--- config.mk ---
export PLATFORM = sky130hd
export DESIGN_NAME = iobus_ctrl
export DESIGN_NICKNAME = d
export VERILOG_FILES = /design/src/rtl/iobus_ctrl.sv
export SDC_FILE = /design/constraint.sdc
export NUM_CORES = 1
export LEC_CHECK = 0
export CAP_MARGIN = 20
export CORE_ASPECT_RATIO = 0.8
export CORE_MARGIN = 3
export CORE_UTILIZATION = 37
export CTS_CLUSTER_SIZE = 40
export DETAILED_ROUTE_END_ITERATION = 12
export GPL_ROUTABILITY_DRIVEN = 0
export GPL_TIMING_DRIVEN = 0
export HOLD_SLACK_MARGIN = 0.03
export PLACE_DENSITY = 0.85
export SYNTH_ARGS = -nofsm -noshare
export SYNTH_HDL_FRONTEND = slang
export SYNTH_SLANG_ARGS = --single-unit
--- constraint.sdc ---
create_clock -name clk -period 1.5 [get_ports clk]
set_input_delay 0.15 -clock clk [delete_from_list [all_inputs] [get_ports clk]]
set_output_delay 0.15 -clock clk [all_outputs]
set_load 0.05 [all_outputs]
--- src/rtl/iobus_ctrl.sv ---
// I/O bus controller: decodes the CPU I/O address onto NUM_SLOTS peripheral slots
// and runs a registered request/ready handshake. Optional IOBUS_TIMEOUT_EN macro adds an ACCESS timeout.
`ifndef IO_ADDR_WIDTH
`define IO_ADDR_WIDTH 16
`endif
`ifndef IO_DATA_WIDTH
`define IO_DATA_WIDTH 8
`endif

module iobus_ctrl #(
  parameter int IO_ADDR_WIDTH  = `IO_ADDR_WIDTH,
  parameter int IO_DATA_WIDTH  = `IO_DATA_WIDTH,
  parameter int NUM_SLOTS      = 4,
  parameter int BASE_ADDR      = 'h80,
  parameter int SPAN_LOG2      = 7,
  parameter int TIMEOUT_CYCLES = 64
) (
  input  logic                           clk,
  input  logic                           rst_n,
  input  logic                           read,
  input  logic                           write,
  input  logic [IO_ADDR_WIDTH-1:0]       addr,
  input  logic [IO_DATA_WIDTH-1:0]       wdata,
  output logic [IO_DATA_WIDTH-1:0]       rdata,
  output logic                           ready,
  output logic                           err,
  output logic [NUM_SLOTS-1:0]           slot_read,
  output logic [NUM_SLOTS-1:0]           slot_write,
  output logic [SPAN_LOG2-1:0]           slot_addr,
  output logic [IO_DATA_WIDTH-1:0]       slot_wdata,
  input  logic [NUM_SLOTS*IO_DATA_WIDTH-1:0] slot_rdata,
  input  logic [NUM_SLOTS-1:0]           slot_ready
);
  localparam int AW    = IO_ADDR_WIDTH;
  localparam int DW    = IO_DATA_WIDTH;
  localparam int IDX_W = (NUM_SLOTS > 1) ? $clog2(NUM_SLOTS) : 1;

  typedef enum logic [1:0] {IDLE, ACCESS, DONE, RELEASE} state_t;
  state_t state;

  logic [AW-1:0]        off, idx_full;
  logic                 hit;
  logic [IDX_W-1:0]     idx_q;
  logic                 op_rd;
  logic [NUM_SLOTS-1:0] sel_oh;

  assign off      = addr - AW'(BASE_ADDR);
  assign idx_full = off >> SPAN_LOG2;
  assign hit      = (addr >= AW'(BASE_ADDR)) && (idx_full < AW'(NUM_SLOTS));
  assign sel_oh   = NUM_SLOTS'(1) << idx_full[IDX_W-1:0];

`ifdef IOBUS_TIMEOUT_EN
  localparam int CNT_W = $clog2(TIMEOUT_CYCLES + 1);
  logic [CNT_W-1:0] cnt;
`endif

  always_ff @(posedge clk or negedge rst_n) begin
    if (!rst_n) begin
      state      <= IDLE;
      rdata      <= '0;
      ready      <= 1'b0;
      err        <= 1'b0;
      slot_read  <= '0;
      slot_write <= '0;
      slot_addr  <= '0;
      slot_wdata <= '0;
      idx_q      <= '0;
      op_rd      <= 1'b0;
`ifdef IOBUS_TIMEOUT_EN
      cnt        <= '0;
`endif
    end else begin
      case (state)
        IDLE: begin
          if (read ^ write) begin
            op_rd      <= read;
            idx_q      <= idx_full[IDX_W-1:0];
            slot_addr  <= off[SPAN_LOG2-1:0];
            slot_wdata <= wdata;
            if (hit) begin
              state      <= ACCESS;
              slot_read  <= read  ? sel_oh : '0;
              slot_write <= write ? sel_oh : '0;
`ifdef IOBUS_TIMEOUT_EN
              cnt        <= '0;
`endif
            end else begin
              state <= DONE;
              ready <= 1'b1;
              err   <= 1'b1;
              rdata <= '0;
            end
          end else if (read && write) begin
            state <= DONE;
            ready <= 1'b1;
            err   <= 1'b1;
            rdata <= '0;
          end
        end
        ACCESS: begin
          // Only the addressed slot can complete; other slot_ready bits are don't-care.
          if (slot_ready[idx_q]) begin
            state      <= DONE;
            ready      <= 1'b1;
            err        <= 1'b0;
            slot_read  <= '0;
            slot_write <= '0;
            if (op_rd) rdata <= slot_rdata[idx_q*DW +: DW];
          end
`ifdef IOBUS_TIMEOUT_EN
          else if (cnt == CNT_W'(TIMEOUT_CYCLES - 1)) begin
            state      <= DONE;
            ready      <= 1'b1;
            err        <= 1'b1;
            rdata      <= '0;
            slot_read  <= '0;
            slot_write <= '0;
          end else begin
            cnt <= cnt + 1'b1;
          end
`endif
        end
        DONE: begin
          ready <= 1'b0;
          state <= RELEASE;
        end
        RELEASE: begin
          // A level request still held after completion must not re-issue.
          if (!read && !write) state <= IDLE;
        end
        default: state <= IDLE;
      endcase
    end
  end
endmodule

# After elaboration in Yosys (flattened, before gate mapping)
# Cells that the tools add are included.
dict set report op_classes {
  n_div 0
  magnitude_cmp 3
  multipliers 0
  muxes 30
  n_addsub 1
  n_bitwise 1
  n_reduce_logical 14
  n_shift 2
  n_eq_ne 10
}
# op n
set op_table {}
lappend op_table {{$mux W8} 5}
lappend op_table {{$shiftx A32 B6 Y8} 1}
lappend op_table {{$mux W4} 7}
lappend op_table {{$ge A16 B8 Y1 const B} 1}
lappend op_table {{$pmux W4 S2} 2}
lappend op_table {{$pmux W8 S2} 1}
lappend op_table {{$sub A16 B8 Y16 const B} 1}
lappend op_table {{$reduce_and A4 Y1} 3}
lappend op_table {{$mux W2} 5}
lappend op_table {{$ne A2 B2 Y1 const B} 5}
lappend op_table {{$lt A9 B3 Y1 const B} 1}
lappend op_table {{$pmux W2 S4} 1}
lappend op_table {{$mux W1} 6}
lappend op_table {{$ne A3 B3 Y1 const B} 2}
lappend op_table {{$reduce_and A5 Y1} 1}
lappend op_table {{$eq A2 B2 Y1 const B} 2}
lappend op_table {{$shl A1 B2 Y4 const A} 1}
lappend op_table {{$logic_and A1 B1 Y1} 3}
lappend op_table {{$lt A2 B3 Y1 const B} 1}
lappend op_table {{$pmux W1 S3} 1}
lappend op_table {{$reduce_and A3 Y1} 1}
lappend op_table {{$reduce_bool A3 Y1} 1}
lappend op_table {{$bmux W1 S2} 1}
lappend op_table {{$eq A2 B1 Y1 const B} 1}
lappend op_table {{6 further kinds} 7}
dict set report totals {
  memories 0
  regBits 38
  ramBits 0
  input_bits 64
  romBits 0
  output_inout_bits 33
  latch_bits 0
  elab_cells 71
}

# Depth between registers and ports, before layout
# Gate-level depths: netlist of run 1.
dict set report logic_depth {
  ltp_word 6
  mapped_depth 8
  ltp_nobuf 7
}

# Worst setup path after synthesis of run 1
# No wires, ideal clock.
dict set report synth_path {
  path_kind {register to register}
  startpoint {register idx_q[0]}
  endpoint {register rdata[2]}
  stages_incl_launch_ff 8
  path_slack_ps -156
  setup_time_ps 95
  arrival_time_ps 1561
  synth_period_minus_slack_ps 1656
  path_buffers 2
  required_ps 1405
  cell_sequence {dfrtp_1 buf_6 mux4_2 nand2b_4 o2111ai_4 buf_6 o21ai_1 o31ai_1}
}
dict set report synth_between {
  elab_chain_cells 4
  elab_cells_between_ends 8
  classes_between {1 x eq/ne; 1 x shift; 5 x mux; 1 x reduce/logical}
}
# item line
set synth_rtl {}
lappend synth_rtl {{from (decl)} 43} ;# logic [IDX_W-1:0] idx_q;
lappend synth_rtl {{from (signal assigned)} 77} ;# idx_q <= idx_full[IDX_W-1:0];
lappend synth_rtl {{$shiftx A32 B6 Y8 or $bmux W1 S2 (tied branches)} {108, 102}}
lappend synth_rtl {{$mux W8 or $mux W1 (tied branches)} {108, 102}}
lappend synth_rtl {{$mux W8 or $ne A2 B2 Y1 (tied branches)} -}
lappend synth_rtl {{$pmux W8 S2 or $reduce_and A5 Y1 (tied branches)} -}
lappend synth_rtl {{to (signal assigned)} 108} ;# if (op_rd) rdata <= slot_rdata[idx_q*DW +: DW];
lappend synth_rtl {{to (decl)} 24} ;# output logic [IO_DATA_WIDTH-1:0] rdata,
# Parallel ways exist; a longest one is shown, timed or not. The select of a mux whose other input is x is not followed.
# A chain may end at the register's enable or synchronous reset.

# Worst setup path in the final report of run 1
dict set report layout_path {
  startpoint {register state[1]}
  endpoint {register rdata[1]}
}
dict set report layout_between {
  elab_chain_cells 3
  elab_cells_between_ends 9
  classes_between {5 x eq/ne; 1 x mux; 3 x reduce/logical}
}
# item line
set layout_rtl {}
lappend layout_rtl {{from (decl)} 39} ;# state_t state;
lappend layout_rtl {{from (signal assigned)} 59} ;# state <= IDLE;
lappend layout_rtl {{from (signal assigned)} 81} ;# state <= ACCESS;
lappend layout_rtl {{from (signal assigned)} 88} ;# state <= DONE;
lappend layout_rtl {{$eq A2 B1 Y1 or $logic_not A2 Y1 (tied branches)} 73} ;# case (state)
lappend layout_rtl {{$ne A2 B2 Y1 (no source line), or another cell as far along} -}
lappend layout_rtl {{$reduce_and A5 Y1 (no source line)} -}
# Parallel ways exist; a longest one is shown, timed or not.

==> results of run 1 <==
## stage by stage
stage	setup TNS (ns)	std cells	util (%)	hold slack [ns]	area, um2
2_1_floorplan	-1.467	173	-	-0.1456	2111
3_3_place_gp	-46.00	344	60.44	0.4716	3166
3_5_place_dp	-20.67	344	60.34	0.3136	3161
4_1_cts	-2.135	359	65.24	0.3215	3417
5_1_grt	-4.024	374	69.49	0.1416	3640
6_report	-2.324	374	69.49	0.1385	3640
## cell usage after synthesis (all sizes together)
cell type,n
dfrtp,38
nand2,25
inv,18
mux2,15
o21ai,13
ha,10
mux2i,10
mux4,9
o31ai,9
clkbuf,4
nor2,4
buf,3
nand3,3
a211oi,2
nand2b,2
nor3,2
a21oi,1
nor4b,1
o2111ai,1
o21bai,1
xnor2,1
xor2,1
## power by group through the flow
stage,combinational (uW),sequential [uW],clock (uW)
after detailed placement,3820,1670,0
after global placement,3770,1640,0
after global routing,4540,1700,1120
after floorplan,1490,2810,0
final,4300,1650,1060
after CTS,3840,1640,1080
## cells by family after synthesis
group / share of synthesized area (%)
buffers and inverters: 6.504
adders and majority gates: 5.967
xor gates and xnor gates: 0.8355
AOI/OAI and AO/OA: 8.890
DFF: 45.35
and+or+nand+nor: 8.532
muxes: 23.93
## flip-flops by register name (all words and copies together) (netlist names)
register and count:
rdata 8, slot_write 4, ready 1, op_rd 1, slot_addr 7, err 1
state 2, slot_wdata 8, slot_read 4, idx_q 2
## cell type report
| class | count | area, um2 |
|---|---|---|
| Buffer | 6 | 82.58 |
| Timing Repair Buffer | 119 | 1122 |
| Tap cell | 75 | 93.84 |
| Clock inverter | 3 | 68.82 |
| Fill cell | 371 | 1598 |
| Multi-Input combinational cell | 110 | 1181 |
| Inverter | 18 | 71.32 |
| Clock buffer | 5 | 68.82 |
| Sequential cell | 38 | 950.9 |
## per-layer routing
metal | GRT usage [%] | share of wire, % | wire (um)
met1 | 20.62 | 41 | 2582
met3 | 5.015 | 5.3 | 333
met2 | 31.21 | 52 | 3271
met4 | 4.414 | 0.77 | 48
met5 | 0 | 0 | 0
## worst max-delay path, cell delays in order (launching register included)
cell        delay (ns)
dfrtp_1           0.41
inv_2             0.11
ha_4              0.19
clkinvlp_4        0.16
nand2_4           0.13
o2111ai_4         0.18
buf_6             0.19
o21ai_4           0.13
o31ai_2           0.08
## worst min path at each step
stage               end  cells past startpoint
2_1_floorplan       err                      0
3_3_place_gp   rdata[2]                      2
3_5_place_dp   rdata[4]                      1
4_1_cts        idx_q[0]                      2
5_1_grt        idx_q[0]                      2
6_report       idx_q[0]                      2
## timing repair
item,CTS,global route
setup buffers,5,14
pin swaps,6,10
endpoints found under the hold margin,38,0
endpoints found under the setup margin,67,34
cloned,1,2
gates resized for setup,59,31
hold buffers,1,0
==> metrics, run 1 <==
outcome finished with violations; failing checks setup timing; IO Pins 97; max-slew violation count 0; Avg WL per Cell 16.67 um; clock skew around 0.0072 ns; syn_nets 247; synthesized cell area 2097 um2; sequential fraction of the synthesis area 45.35%; Syn-to-layout area delta 73.57%; Layout Nets 372; DR vias/cell around 5; initial core utilization 40.04%; crit path kind reg -> reg; Max Cap Viol 0; Leak 0.001704 uW; Worst R2R Start state[1]; vias in the first global route 1864; biggest area consumer among synthesized cells dfrtp_1; CTS tree done; GRT Total Usage 17.30%; crit-path max FO 8; Routed Antenna Nets 0; Data arrival, critical path 1.88 ns; actual slew at the worst max-slew pin roughly 0.85 ns; Worst Setup EP rdata[1]; Distinct cells, synth 28; Die ar. 6613 um2; Max Root-Sink Buffers 2; Max-Slew Margin vs Limit around 43%; commonest non-fill, non-tap cells in the layout clkdlybuf4s50_1 (56), dfrtp_1 (38), dlygate4sd2_1 (33), nand2_1 (23), buf_4 (18); Yosys top cell area share 45.35%; flop2flop setup slack -0.19 ns; final hold viol count 0; main area contributors after synthesis dfrtp_1 (45%), mux4_1 (10%), mux2_2 (8.1%), ha_1 (6.0%), mux2i_1 (4.8%); die height ~73 um; most common cell after layout, fill and taps aside clkdlybuf4s50_1; CORE AREA between 5000 and 6000 um2; DR iter-0 viols around 80; WL final 6236 um; Gate Count Post-Synth roughly 170; CP endpoint kind register; flops & latches, synth 38; clock network power share 15.2%; Reg clk slew, reported paths 0.08 ns; unrepaired setup endpoints after global routing true; required time of the critical path roughly 1.7 ns; CTS H-tree depth 2; post-DP HPWL between 4000 and 5000 um; synthesis warning total 0; Psw 3172 uW; Worst Reg-to-Reg Cells 8; Power Total 7020 uW; remaining global-route overflow 0; Comb power frac 61.3%; CTS root buffer clkbuf_8; via count roughly 1800; first-pass GRT wire length 9025 um; Cell Int Power 3848 uW; sw frac between 40% and 50%; Final setup viols 18; PnR worst setup slack -0.1945 ns; worst r2r dst rdata[1]; hold crit path type in -> reg; layout cell share with drive strength beyond 1 28.76%; syn_area_per_cell 12.12 um2; Place WS -0.7953 ns; peak supply drop 1.429 mV; Reg power frac 23.5%; # rows 23; CTS buffer count 5; worst setup path start state[1]; Post-route DRC 0; CP startpoint kind register; # diodes 0; pin count of the biggest net entering global routing 39; 1st-pass router iterations 4; worst skew pair latency roughly 0.30 ns; Die W 90.17 um; PwrDens 1929 nW/um2; clk sinks 38; FMAX roughly 590 MHz; Tcrit/Tclk final 113.0%; Hold Path Origin addr[7]; initial antenna violation count 0; Tmin final approximately 1.7 ns; PortBufs 96
Power figures use the tool's default switching activity.
==> run 2, diff against run 1 <==
--- a/config.mk
+++ b/config.mk
@@ -9,6 +9,7 @@
 export CORE_ASPECT_RATIO = 0.8
 export CORE_MARGIN = 3
 export CORE_UTILIZATION = 37
+export CTS_CLUSTER_DIAMETER = 120
 export CTS_CLUSTER_SIZE = 40
 export DETAILED_ROUTE_END_ITERATION = 12
 export GPL_ROUTABILITY_DRIVEN = 0
==> results of run 2 <==
The final DEF is identical to that of run 1; final timing and power are the same.
